`src/rtl/serial_arith_pkg.sv`:
```
`default_nettype none
// ============================================================================
//  Module   : serial_arith_pkg
//  Purpose  : Shared state encoding and helpers for the bit-serial arithmetic
//             blocks.
//  Revision : 1.0  initial release
// ============================================================================
package serial_arith_pkg;

    localparam logic [1:0] ST_IDLE  = 2'd0;
    localparam logic [1:0] ST_SHIFT = 2'd1;
    localparam logic [1:0] ST_DONE  = 2'd2;

    typedef enum logic [1:0] {
        S_IDLE  = ST_IDLE,
        S_SHIFT = ST_SHIFT,
        S_DONE  = ST_DONE
    } state_e;

    // Ceiling log2, never below 1 so a counter always has at least one bit.
    function automatic int clog2(input int value);
        int r;
        r = 1;
        for (int i = 1; i < 31; i++) begin
            if ((1 << i) < value) begin
                r = i + 1;
            end
        end
        return r;
    endfunction

endpackage
`default_nettype wire

```
`src/rtl/full_subtractor_unit.sv`:
```
`default_nettype none
// ============================================================================
//  Module   : full_subtractor_unit
//  Purpose  : One-bit full subtractor, D = A - B - Bin with borrow-out.
//  Revision : 1.0  initial release
// ============================================================================
module full_subtractor_unit (
    input  logic A,
    input  logic B,
    input  logic Bin,
    output logic D,
    output logic Bout
);

    // Difference bit and borrow generated (A<B) or propagated (A==B).
    always_comb begin
        D    = A ^ B ^ Bin;
        Bout = (~A & B) | (~(A ^ B) & Bin);
    end

endmodule
`default_nettype wire

```
`src/rtl/serial_sub_unit.sv`:
```
`default_nettype none
// ============================================================================
//  Module   : serial_sub_unit
//  Purpose  : Bit-serial two's-complement subtractor, DIFF = A - B - Bin,
//             one bit per clock LSB first, with start/busy/done handshake.
//  Revision : 1.0  initial release
// ============================================================================
module serial_sub_unit #(
    parameter int WIDTH = 8
) (
    input  logic             clk,
    input  logic             rst_n,
    input  logic             start,
    input  logic [WIDTH-1:0] a_in,
    input  logic [WIDTH-1:0] b_in,
    input  logic             bin_in,
    output logic             busy,
    output logic             done,
    output logic [WIDTH-1:0] diff,
    output logic             bout,
    output logic             ovf
);

    import serial_arith_pkg::*;

    localparam int                 c_CNT_W = clog2(WIDTH);
    localparam logic [c_CNT_W-1:0] c_LAST  = c_CNT_W'(WIDTH - 1);

    state_e             r_state;
    state_e             w_next_state;
    logic               w_accept;
    logic               w_last;
    logic [WIDTH-1:0]   r_a_sr;
    logic [WIDTH-1:0]   r_b_sr;
    logic [WIDTH-1:0]   r_res_sr;
    logic               r_borrow;
    logic [c_CNT_W-1:0] r_count;
    logic               w_d;
    logic               w_bout;
    logic [WIDTH-1:0]   w_result;

    full_subtractor_unit u_cell (
        .A    (r_a_sr[0]),
        .B    (r_b_sr[0]),
        .Bin  (r_borrow),
        .D    (w_d),
        .Bout (w_bout)
    );

    // The final bit joins the bits already shifted in to form the full result.
    assign w_result = {w_d, r_res_sr[WIDTH-1:1]};

    // Next-state logic; start is only honoured when no operation is in flight.
    always_comb begin
        w_next_state = r_state;
        w_accept     = 1'b0;
        w_last       = 1'b0;
        case (r_state)
            S_IDLE: begin
                if (start) begin
                    w_accept     = 1'b1;
                    w_next_state = S_SHIFT;
                end
            end
            S_SHIFT: begin
                if (r_count == c_LAST) begin
                    w_last       = 1'b1;
                    w_next_state = S_DONE;
                end
            end
            S_DONE: begin
                if (start) begin
                    w_accept     = 1'b1;
                    w_next_state = S_SHIFT;
                end else begin
                    w_next_state = S_IDLE;
                end
            end
            default: w_next_state = S_IDLE;
        endcase
    end

    // State register.
    always_ff @(posedge clk or negedge rst_n) begin
        if (!rst_n) begin
            r_state <= S_IDLE;
        end else begin
            r_state <= w_next_state;
        end
    end

    // Operand load on accept, otherwise shift one bit per SHIFT cycle.
    always_ff @(posedge clk or negedge rst_n) begin
        if (!rst_n) begin
            r_a_sr   <= '0;
            r_b_sr   <= '0;
            r_res_sr <= '0;
            r_borrow <= 1'b0;
            r_count  <= '0;
        end else if (w_accept) begin
            r_a_sr   <= a_in;
            r_b_sr   <= b_in;
            r_borrow <= bin_in;
            r_count  <= '0;
        end else if (r_state == S_SHIFT) begin
            r_a_sr   <= r_a_sr >> 1;
            r_b_sr   <= r_b_sr >> 1;
            r_res_sr <= w_result;
            r_borrow <= w_bout;
            r_count  <= r_count + 1'b1;
        end
    end

    // Registered handshake flags and result, updated only on the last bit.
    // At that point r_a_sr[0]/r_b_sr[0] hold the latched operand MSBs.
    always_ff @(posedge clk or negedge rst_n) begin
        if (!rst_n) begin
            busy <= 1'b0;
            done <= 1'b0;
            diff <= '0;
            bout <= 1'b0;
            ovf  <= 1'b0;
        end else begin
            busy <= (w_next_state == S_SHIFT);
            done <= (w_next_state == S_DONE);
            if (w_last) begin
                diff <= w_result;
                bout <= w_bout;
                ovf  <= (r_a_sr[0] ^ r_b_sr[0]) & (r_a_sr[0] ^ w_d);
            end
        end
    end

endmodule
`default_nettype wire

```
`config.mk`:
```
export PLATFORM = sky130hd
export DESIGN_NAME = serial_sub_unit
export DESIGN_NICKNAME = d
export VERILOG_FILES = /design/src/rtl/serial_arith_pkg.sv /design/src/rtl/full_subtractor_unit.sv /design/src/rtl/serial_sub_unit.sv
export SDC_FILE = /design/constraint.sdc
export NUM_CORES = 1
export LEC_CHECK = 0
export ABC_AREA = 1
export CAP_MARGIN = 20
export CORE_MARGIN = 4
export CORE_UTILIZATION = 48
export DETAILED_ROUTE_END_ITERATION = 6
export PLACE_DENSITY = 0.73
export SYNTH_ARGS = -nofsm -noshare
export SYNTH_HDL_FRONTEND = slang
export SYNTH_HIERARCHICAL = 1
export SYNTH_SLANG_ARGS = --single-unit
```
`constraint.sdc`:
```
create_clock -name clk -period 1.55 [get_ports clk]
set_input_delay 0.2325 -clock clk [delete_from_list [all_inputs] [get_ports clk]]
set_output_delay 0.2325 -clock clk [all_outputs]
set_load 0.01 [all_outputs]
```
# == Word-level counts from Yosys, hierarchy flattened ==
# Cells that the tools add are included.
# totals
out_inout_bits,12
register_bits,42
elab_cells,47
# classes
n_mux,16
eq_ne,5
bitwise_logic,10
add_sub_neg,1
n_reduce_logical,4
# ops
cell,count
two-way mux 8 bit,4
two-way mux 1 bit,7
two-way mux 3 bit,2
one-hot mux 2 bit (3 select lines),1
equality test 2 x 1 -> 1 bit (second input constant),2
equality test 2 bit (second input constant),2
two-way mux 2 bit,2
adder 3 x 1 -> 3 bit (second input constant),1
AND 1 bit,3
equality test 3 bit (second input constant),1
NOT 1 bit,3
bitwise XOR 1 bit,3
logical NOT 2 bit,1
AND reduction 2 bit,1
nonzero test 2 bit,1
OR reduction 2 bit,1
bitwise OR 1 bit,1

# == Longest topological paths before layout ==
# logic_depth
word_depth,6
ltp_mapped,8
ltp_nobuf,7

# == Cells and area by module ==
# Netlist, hierarchy kept.
# modules_own_cells
mod,instances,seq_area_each_um2,cells_each,area_per_inst_um2
serial_sub_unit,1,1026.0,227,1894.3
full_subtractor_unit,1,0.0,4,31.3

# == Worst setup path before layout ==
# No wires, ideal clock.
# synth_path
kind,reg2reg
from,reg r_a_sr[0]
to,reg ovf
path_stages_with_launch,7
slack_ps,223
period_less_slack_ps,1327
t_arrival_ps,1210
cell_sequence,dfrtp_1 -> fa_1 -> inv_1 -> nand3_1 -> nand2_1 -> nand2_1 -> nand2_1
# synth_between
elab_chain_len,4
# synth_rtl
element,line,rtl
start: declaration,serial_sub_unit.sv:33,logic [WIDTH-1:0] r_a_sr;
start signal: assignment,serial_sub_unit.sv:101,r_a_sr <= a_in;
start signal: assignment,serial_sub_unit.sv:106,r_a_sr <= r_a_sr >> 1;
bitwise XOR 1 bit (2 in series),full_subtractor_unit.sv:17,D = A ^ B ^ Bin;
net w_d,serial_sub_unit.sv:38,logic w_d;
bitwise XOR 1 bit,serial_sub_unit.sv:129,ovf <= (r_a_sr[0] ^ r_b_sr[0]) & (r_a_sr[0] ^ w_d);
AND 1 bit,serial_sub_unit.sv:129,
end signal: assignment,serial_sub_unit.sv:129,
end: declaration,serial_sub_unit.sv:21,output logic ovf
# The timed path passes the listed nets, and every way through them passes these cells.
# A chain may end at the register's enable or synchronous reset.

# == Worst setup path in the final report ==
# Ends and elaborated chain as after synthesis.

==> flow_summary.toml <==
[layout]
post-route-util = 0.637
finish.net_count = 293
drive_above_1_share = 0.126
layout_overhead_on_the_synthesized_area_pct = 24.7
antenna-diode-count = 0

[synthesis]
synth_ff_type = "dfrtp_1"
yosys_register_bits = 41
synthDominantAreaCellType = "dfrtp_1"
post-synth-top-count-cell = "nand2_1"
syn-cell-area_mm2 = 0.00193
syn_area_per_cell_um2 = 8.34
yosys.area.top_type_share = 0.533
synth_top_cells_by_count = "nand2_1 (95), dfrtp_1 (41), inv_1 (32)"
synthArstFlopShare = 1.00
postSynthCellCount = 231
synth_sequential_area_ratio = 0.533
synth_nets = 254
ys_types = 20
synth.top_cells.by_area = "dfrtp_1 (53%), nand2_1 (19%), inv_1 (6.2%)"
ys.warnings.count = 6
synth_edf_count = 0

[setup_path]
highest_cell_delay_on_the_worst_timing_path_ps = 570
crit_family = "adder cells"
cpMaxStageDelayCell = "fa_1"
cpMostUsedCell = "nand2_1"
critical_path_required_ps = 1740
crit_path_max_fanout = 4
worstPathCellList = "fa_1 > inv_1 > nand3_1 > nand2_1 > nand2_1 > nand2_1"
timing.setup.critical_path_class = "reg2reg"
worst_setup_path_end_kind = "flip-flop"
cp.arrival_ps = 1630
path_buf_inv = 1
timing.critical_path.from_type = "flip-flop"

[clock_network]
clk_slew_on_worst_s_h_paths_ps = 80
tritoncts_num_sinks = 41
clock_insertion_delay_worst_skew_ps = 290
cts.path.max_buffers = 2
ctsRootBufferMaster = "clkbuf_8"
tritoncts = "built"
htree_levels = 2
numCtsBuffers = 5

[run_status]
failed_checks = "hold timing"
result_of_the_run = "finished with violations"

[sta]
final_max_tran_viols = 0
worst_pin_slew_ps = 512
hold_viol = 27
timing.slew.headroom = 0.659
final_worst_path_period_need_ps = 1440
final.setup.tns_ps = 0
hold_ws_ps = -8.20
timing.fmax_ghz = 0.695
setup_viol = 0
grt_setup_unrepaired = "false"
min_period_over_period = 0.928
clock_skew_ps = 7.77

[global_routing]
grt_overflow_total = 0
global_route_wire_length_before_repair_um = 6340
grt_usage = 0.159
number_of_global_route_vias_before_repair = 1397
maximum_number_of_pins_on_one_net_before_global_route_repair = 42
grt_antenna_before_repair = 0

[run]
drv.max_cap_violation_count = 0

[floorplanning]
floorplan.initialDensity = 0.511
die-area_mm2 = 0.00509
die_x_um = 71.3
die_y_um = 71.3
core.rowCount = 22
num_io_pins = 32
fp.coreArea_mm2 = 0.00377

[drt]
number_of_nets_with_antenna_violations_after_routing = 0
drt_iter0_markers = 79
routed_wire_length_um = 3550
detailedRoute.firstPassIterationCount = 4
vias = 1483
route.detailed.drc = 0
detail_route.wl_per_cell_um = 11.2
detail_route.vias_per_cell = 4.66

[placement]
finalWeightedCongestion = 0.794
hpwl_um = 2490
port_buffers = 31

[pwr]
power.ir.vdd_worst_uv = 877
clock_power_share = 0.174
p_leak_nw = 1.28
cellPowerDensity_mw_per_mm2 = 1980
swShare = 0.385
seq_power_share = 0.386
cell_internal_pwr_mw = 2.92
power_frac_comb = 0.440
power.net_switching_mw = 1.83

[min_path]
min_path_type = "in2async"
-- area by class of cell --
cell class	count	area, µm²
flip-flops and latches	41	1030
fillers	337	1370
inverters	36	140
well taps	48	60.1
multi-input cells	147	692
clock buffers	5	68.8
clock inverters	2	35.0
repair buffers	39	378
-- state kept, by name, summed over array words and instances, names as in the netlist --
register	cells
busy	1
bout	1
done	1
r_b_sr	8
r_state	2
r_res_sr	7
ovf	1
r_borrow	1
r_count	3
diff	8
r_a_sr	8
-- through the flow --
stage | instances | power, mW | cell area, µm² | worst slack (ps)
2_1_floorplan | 231 | 3.31 | 1930 | 223
3_3_place_gp | 310 | 3.84 | 2290 | 125
3_5_place_dp | 310 | 3.94 | 2290 | 115
4_1_cts | 317 | 4.77 | 2390 | 104
5_1_grt | 318 | 5.19 | 2400 | 15.4
6_report | 318 | 4.75 | 2400 | 112
-- final timing paths --
kind | start | endpoint | slack (ps) | cells past startpoint
setup / recovery | r_a_sr[0] | ovf | 110 | 6
hold / removal | rst_n | diff[5] | -8 | 2
setup reg to reg | r_a_sr[0] | ovf | 110 | 6
hold reg to reg | r_b_sr[6] | r_b_sr[6] | 480 | 2
max in group asynchronous | rst_n | r_a_sr[0] | 1190 | 2
min in group clk | b_in[7] | r_b_sr[7] | 470 | 3
-- power by group through the flow --
stage / Sequential [mW] / Combinational [mW] / Clock (mW)
5_1_grt: 1.90 / 2.40 / 0.889
3_3_place_gp: 1.84 / 2.01 / 0
3_5_place_dp: 1.85 / 2.08 / 0
2_1_floorplan: 1.87 / 1.44 / 0
4_1_cts: 1.84 / 2.09 / 0.845
6_report: 1.83 / 2.09 / 0.828
-- cells in the final DEF (no fill, tap or decap), types with 2 or more instances in the layout --
master	count
nand2_1	95
dfrtp_1	40
inv_1	32
clkdlybuf4s50_1	30
nand3_1	23
o21ai_0	9
o21ai_2	7
buf_4	7
clkbuf_8	5
inv_2	3
nor2_1	3
nand2_4	2
nand2_2	2
ha_1	2
-- routing by layer --
metal,GRT usage,vias up,wire [µm]
met5,0,-,0
met4,0.0752,0,79
met3,0.0379,6,191
met2,0.247,38,1640
met1,0.209,663,1650
li1,-,776,-
-- cell families after synthesis --
kind of cell	count (synthesis)	share of synthesized area
adder cells (fa/ha/maj)	3	0.0234
AO/OA/AOI/OAI	17	0.0578
buffers and inverters	43	0.108
AND/OR/NAND/NOR	127	0.278
flip-flops	41	0.533
-- repair_timing --
action | 4_1_cts | 5_1_grt
buffers inserted | 0 | 1
hold endpoints to repair | 0 | 0
resized for setup | 0 | 1
hold buffers | 0 | 0
endpoints found under the setup margin | 0 | 1
Note: power is estimated with default switching activity, not from simulation.
